`src/rtl/img_stream_source.sv`:
```
// Synthetic camera-style video source: vsync / href / 8-bit grey pixel stream
// with four selectable test patterns and a running frame counter.
module img_stream_source #(
    parameter int H_ACTIVE = 640,
    parameter int H_BLANK  = 160,
    parameter int V_ACTIVE = 480,
    parameter int V_SYNC   = 2,
    parameter int V_BACK   = 25,
    parameter int V_FRONT  = 10
) (
    input  logic       clk,
    input  logic       rst_n,
    input  logic       enable,
    input  logic [1:0] pattern_sel,
    output logic       per_frame_vsync,
    output logic       per_frame_href,
    output logic [7:0] per_img_y,
    output logic       frame_done,
    output logic       busy
);

    localparam int H_TOTAL  = H_ACTIVE + H_BLANK;
    localparam int V_MAX_AB = (V_SYNC > V_BACK) ? V_SYNC : V_BACK;
    localparam int V_MAX_CD = (V_ACTIVE > V_FRONT) ? V_ACTIVE : V_FRONT;
    localparam int V_MAX    = (V_MAX_AB > V_MAX_CD) ? V_MAX_AB : V_MAX_CD;
    localparam int COL_W    = (H_TOTAL > 1) ? $clog2(H_TOTAL) : 1;
    localparam int LINE_W   = (V_MAX > 1) ? $clog2(V_MAX) : 1;

    localparam logic [COL_W-1:0]  COL_LAST   = COL_W'(H_TOTAL - 1);
    localparam logic [COL_W-1:0]  COL_ZERO   = {COL_W{1'b0}};
    localparam logic [COL_W-1:0]  COL_ONE    = COL_W'(1);
    localparam logic [LINE_W-1:0] LINE_ZERO  = {LINE_W{1'b0}};
    localparam logic [LINE_W-1:0] LINE_ONE   = LINE_W'(1);
    localparam logic [LINE_W-1:0] LAST_VS    = LINE_W'(V_SYNC - 1);
    localparam logic [LINE_W-1:0] LAST_VB    = LINE_W'(V_BACK - 1);
    localparam logic [LINE_W-1:0] LAST_VA    = LINE_W'(V_ACTIVE - 1);
    localparam logic [LINE_W-1:0] LAST_VF    = LINE_W'(V_FRONT - 1);
    localparam logic [31:0]       H_ACTIVE_U = 32'(H_ACTIVE);

    typedef enum logic [2:0] {
        IDLE   = 3'd0,
        VSYNC  = 3'd1,
        VBACK  = 3'd2,
        ACTIVE = 3'd3,
        VFRONT = 3'd4
    } state_t;

    state_t              state_r;
    state_t              state_s;
    logic [COL_W-1:0]    col_r;
    logic [COL_W-1:0]    col_s;
    logic [LINE_W-1:0]   line_r;
    logic [LINE_W-1:0]   line_s;
    logic [LINE_W-1:0]   last_line_s;
    logic [1:0]          pat_r;
    logic [7:0]          frame_cnt_r;
    logic                col_wrap_s;
    logic                line_wrap_s;
    logic                start_s;
    logic                frame_end_s;
    logic                href_s;
    logic                done_s;
    logic [7:0]          y_s;

    // x/y are the active column and active line, truncated to 8 bits
    function automatic logic [7:0] pixel_f(input logic [1:0] sel,
                                           input logic [7:0] x,
                                           input logic [7:0] y,
                                           input logic [7:0] fc);
        logic [7:0] p;
        case (sel)
            2'd0:    p = x;
            2'd1:    p = y;
            2'd2:    p = (x[3] ^ y[3]) ? 8'hFF : 8'h00;
            2'd3:    p = fc;
            default: p = 8'h00;
        endcase
        return p;
    endfunction

    assign col_wrap_s  = (col_r == COL_LAST);
    assign line_wrap_s = col_wrap_s && (line_r == last_line_s);
    assign frame_end_s = (state_r == VFRONT) && line_wrap_s;

    // Terminal line index of the current vertical region
    always_comb begin
        case (state_r)
            VSYNC:   last_line_s = LAST_VS;
            VBACK:   last_line_s = LAST_VB;
            ACTIVE:  last_line_s = LAST_VA;
            VFRONT:  last_line_s = LAST_VF;
            default: last_line_s = LINE_ZERO;
        endcase
    end

    // Next column/line position and next FSM state
    always_comb begin
        state_s = state_r;
        start_s = 1'b0;
        if (state_r == IDLE) begin
            col_s  = COL_ZERO;
            line_s = LINE_ZERO;
        end else if (col_wrap_s) begin
            col_s  = COL_ZERO;
            line_s = line_wrap_s ? LINE_ZERO : (line_r + LINE_ONE);
        end else begin
            col_s  = col_r + COL_ONE;
            line_s = line_r;
        end
        case (state_r)
            IDLE: begin
                if (enable) begin
                    state_s = VSYNC;
                    start_s = 1'b1;
                end else begin
                    state_s = IDLE;
                end
            end
            VSYNC:  state_s = line_wrap_s ? VBACK  : VSYNC;
            VBACK:  state_s = line_wrap_s ? ACTIVE : VBACK;
            ACTIVE: state_s = line_wrap_s ? VFRONT : ACTIVE;
            VFRONT: begin
                // Back-to-back frames when enable is still requested
                if (line_wrap_s && enable) begin
                    state_s = VSYNC;
                    start_s = 1'b1;
                end else if (line_wrap_s) begin
                    state_s = IDLE;
                end else begin
                    state_s = VFRONT;
                end
            end
            default: state_s = IDLE;
        endcase
    end

    // Output values for the upcoming cycle, registered below
    always_comb begin
        href_s = (state_s == ACTIVE) && (32'(col_s) < H_ACTIVE_U);
        done_s = (state_s == VFRONT) && (line_s == LAST_VF) && (col_s == COL_LAST);
        if (href_s) begin
            y_s = pixel_f(pat_r, 8'(col_s), 8'(line_s), frame_cnt_r);
        end else begin
            y_s = 8'h00;
        end
    end

    // FSM, timing counters, latched pattern, frame counter and output flops
    always_ff @(posedge clk or negedge rst_n) begin
        if (!rst_n) begin
            state_r         <= IDLE;
            col_r           <= COL_ZERO;
            line_r          <= LINE_ZERO;
            pat_r           <= 2'd0;
            frame_cnt_r     <= 8'd0;
            per_frame_vsync <= 1'b0;
            per_frame_href  <= 1'b0;
            per_img_y       <= 8'h00;
            frame_done      <= 1'b0;
            busy            <= 1'b0;
        end else begin
            state_r <= state_s;
            col_r   <= col_s;
            line_r  <= line_s;
            if (start_s) begin
                pat_r <= pattern_sel;
            end
            if (frame_end_s) begin
                frame_cnt_r <= frame_cnt_r + 8'd1;
            end
            per_frame_vsync <= (state_s == VSYNC);
            per_frame_href  <= href_s;
            per_img_y       <= y_s;
            frame_done      <= done_s;
            busy            <= (state_s != IDLE);
        end
    end

endmodule

```
`config.mk`:
```
export PLATFORM = sky130hd
export DESIGN_NAME = img_stream_source
export DESIGN_NICKNAME = d
export VERILOG_FILES = /design/src/rtl/img_stream_source.sv
export SDC_FILE = /design/constraint.sdc
export NUM_CORES = 1
export LEC_CHECK = 0
export BUFFER_PORTS_ARGS = -buffer_cell sky130_fd_sc_hd__buf_4
export CORE_MARGIN = 2
export CORE_UTILIZATION = 40
export CTS_CLUSTER_DIAMETER = 200
export CTS_CLUSTER_SIZE = 28
export DETAILED_ROUTE_END_ITERATION = 8
export PLACE_DENSITY_LB_ADDON = 0.1
export SLEW_MARGIN = 15
export SYNTH_ARGS = -nofsm -noshare
export SYNTH_HDL_FRONTEND = slang
export SYNTH_SLANG_ARGS = --single-unit
```
`constraint.sdc`:
```
create_clock -name clk -period 6.93 [get_ports clk]
set_input_delay 0.693 -clock clk [delete_from_list [all_inputs] [get_ports clk]]
set_output_delay 0.693 -clock clk [all_outputs]
set_load 0.02 [all_outputs]
```
==> impl_metrics.csv <==
group,metric,value,unit
worst_setup_path,path_max_fanout,13,
global_routing,grt_pass1_wl,9430,µm
route,drt_iter0_markers,101,
yosys,ys.flop_type,"dfrtp_1",
floorplanning,dieWidth,82.4,µm
sta,finalHoldWorstSlack,0.386,ns
yosys,syn_area,2460,µm²
yosys,syn_inst,250,
worst_hold_path,hold_path.class,"input pin to asynchronous set/reset pin",
yosys,yosys.area.top_type,"dfrtp_1",
clock_tree,cts_tree,"built",
placed_design,io_buffers,16,
route,wl_per_cell,16.5,µm
sta,setup_ws,4.00,ns
final_layout,fin_cells,340,
worst_setup_path,worst-setup-path-type,"register to register",
clock_tree,clock_latency,0.30,ns
route,drc_errors,0,
clock_tree,numCtsBuffers,5,
run,max-cap-violations,0,
worst_setup_path,crit_arrival,3.13,ns
floorplanning,std_cell_rows,28,
sta,fin_crit_sh,42.3,%
clock_tree,ctsRootBufferMaster,"clkbuf_8",
global_routing,grt_pass1_vias,1767,
floorplanning,die_h,82.4,µm
final_layout,drive_gt1_share,17.7,%
clock_tree,cts.clk_slew.worst_paths,0.09,ns
placed_design,place_ws,3.96,ns
placed_design,place_area,2620,µm²
sta,hold_violations,0,
pwr,powerDensity,173,nW/µm²
sta,fin_tns_setup,0,ns
worst_setup_path,cp.required,7.13,ns
floorplanning,core,5920,µm²
yosys,synth_fp_nets,258,
final_layout,final_area,2740,µm²
pwr,finalPower,0.475,mW
yosys,synth_edf_count,0,
clock_tree,htreeDepth,2,
global_routing,grt_use_total,18.7,%
outcome,status,"finished, final reports clean",
route,ant_nets,0,
yosys,ys_ff_latch,44,
sta,fmax,0.341,GHz
clock_tree,cts.repair.resized,0,
final_layout,diodes,0,
floorplanning,io_pins,17,
final_layout,nFillCells,566,
global_routing,grt_max_degree,45,
worst_setup_path,crit_path_end_kind,"register",
route,routed_via_density,5.54,
floorplanning,dieArea,6790,µm²
final_layout,area.sequential,1100,µm²
yosys,yosys-top-cells-area,"dfrtp_1 45%, nor2_1 5.6%, xnor2_1 4.3%",
global_routing,overflow,0,
yosys,async_reset_ff_share,100,%
sta,drv_slew,0,
worst_setup_path,critPathLaunchType,"register",
final_layout,layout.nets,272,
clock_tree,clkSinkCount,44,
sta,min_period,2.93,ns
sta,finalSetupViolCount,0,
clock_tree,clock_path_buffers,2,
sta,rsz0062_at_grt,"false",
placed_design,gp_congestion,0.875,
route,vias,1882,
yosys,synth.avg_cell_area,9.84,µm²
sta,relSlewSlack,38.1,%
floorplanning,initial_core_util,41.5,%
pwr,peakVddDrop,0.0905,mV
pwr,power_leakage,1.20,nW
sta,finClkSkew,0.00765,ns
yosys,synth_top_area_share,44.8,%
clock_tree,cts_setup_buffers,0,
yosys,yosysSeqAreaShare,44.8,%
global_routing,grt_antenna_before_repair,0,
final_layout,multi_input_area,1290,µm²
placed_design,post-place-cells,332,
route,firstDrtPassIters,4,
placed_design,place_hpwl,4110,µm
yosys,yosys_warnings,0,
sta,max_slew.worst_pin.slew,0.922,ns
route,totalWireLength,5620,µm
yosys,ys_types,55,
clock_tree,cts_hold_buf,0,
final_layout,final_core_util,46.3,%
final_layout,area_growth,11.3,%
## final timing paths
path,startpoint,to,slack [ns],cells past startpoint
setup / recovery,state_r[2]$_DFF_PN0_,per_img_y[1]$_DFF_PN0_,4.00,7
hold / removal,rst_n,frame_cnt_r[0]$_DFFE_PN0P_,0.39,1
setup reg to reg,state_r[2]$_DFF_PN0_,per_img_y[1]$_DFF_PN0_,4.00,7
hold reg to reg,frame_cnt_r[7]$_DFFE_PN0P_,frame_cnt_r[7]$_DFFE_PN0P_,0.48,1
max in group asynchronous,rst_n,col_r[9]$_DFF_PN0_,6.15,1
min in group clk,frame_cnt_r[7]$_DFFE_PN0P_,frame_cnt_r[7]$_DFFE_PN0P_,0.48,1
## critical path: stages, from the launching register on
cell and delay, ns:
dfrtp_1 0.58, nor3b_1 0.55, a22o_1 0.29, o22ai_4 0.11, o21ai_1 0.75, o21ai_0 0.29
nor2_1 0.18, nor3_2 0.06
## area by class of cell
| class | count | area share, % |
|---|---|---|
| flip-flops and latches | 44 | 40.2 |
| clock buffers | 6 | 3.02 |
| multi-input cells | 193 | 47.0 |
| repair buffers | 16 | 4.39 |
| clock inverters | 2 | 1.42 |
| well taps | 75 | 3.43 |
| inverters | 4 | 0.548 |
## layout by cell type, fill, tap and decap left out, types with 4 or more instances in the layout
cell      instances
o22ai_1           7
nor3_2            7
nand2_1          27
clkbuf_8          6
o21ai_0           4
nand3_1          10
dfrtp_1          44
inv_1             4
nor3_1            6
nor4_1            4
nand4_1           9
and3_1            5
buf_4            16
nor2_1           37
xnor2_1          12
and2_1            4
xor2_1           11
## logic make-up after synthesis
kind of cell / synth area share (%)
muxes: 1.37
DFF: 44.8
AOI/OAI and AO/OA: 10.2
adders and majority gates: 1.53
xor gates and xnor gates: 8.85
and+or+nand+nor: 30.4
buffers and inverters: 2.90
## cell usage after synthesis (2+ instances only)
master    number
and3_1         5
nand2b_1       2
o21ai_0        4
nor3_2         7
nor2b_1        2
nor2_4         2
nor2_1        37
and4_1         2
buf_6          2
xnor2_1       12
nor3_4         2
a21oi_1        2
or3_1          3
nor3_1         6
nor4_1         4
nand3_1       10
o21ai_1        2
nand4_1        9
mux2_1         3
xor2_1        11
o22ai_1        7
nand2_1       27
a221oi_1       3
buf_2          3
and2_1         4
inv_1          4
ha_1           3
dfrtp_1       44
clkbuf_1       2
## metal layers
metal	global-route usage, %	vias to the layer above	share of wire [%]
met5	0	-	0
met4	6.17	0	2.2
met3	3.26	11	3.8
met2	26.0	35	44
met1	29.0	908	50
li1	-	928	-
## power by group
part / switching (mW) / internal (mW) / total (mW)
Sequential: 0 / 0.256 / 0.256
Clock: 0.0938 / 0.118 / 0.212
Combinational: 0.00529 / 0.00144 / 0.00673
## flip-flops by register name, indices dropped and copies added (netlist names)
signal and count:
busy 1, col_r 10, frame_cnt_r 8, frame_done 1, line_r 9, pat_r 2, per_frame_href 1, per_frame_vsync 1
per_img_y 8, state_r 3
Note: power is estimated with default switching activity, not from simulation.
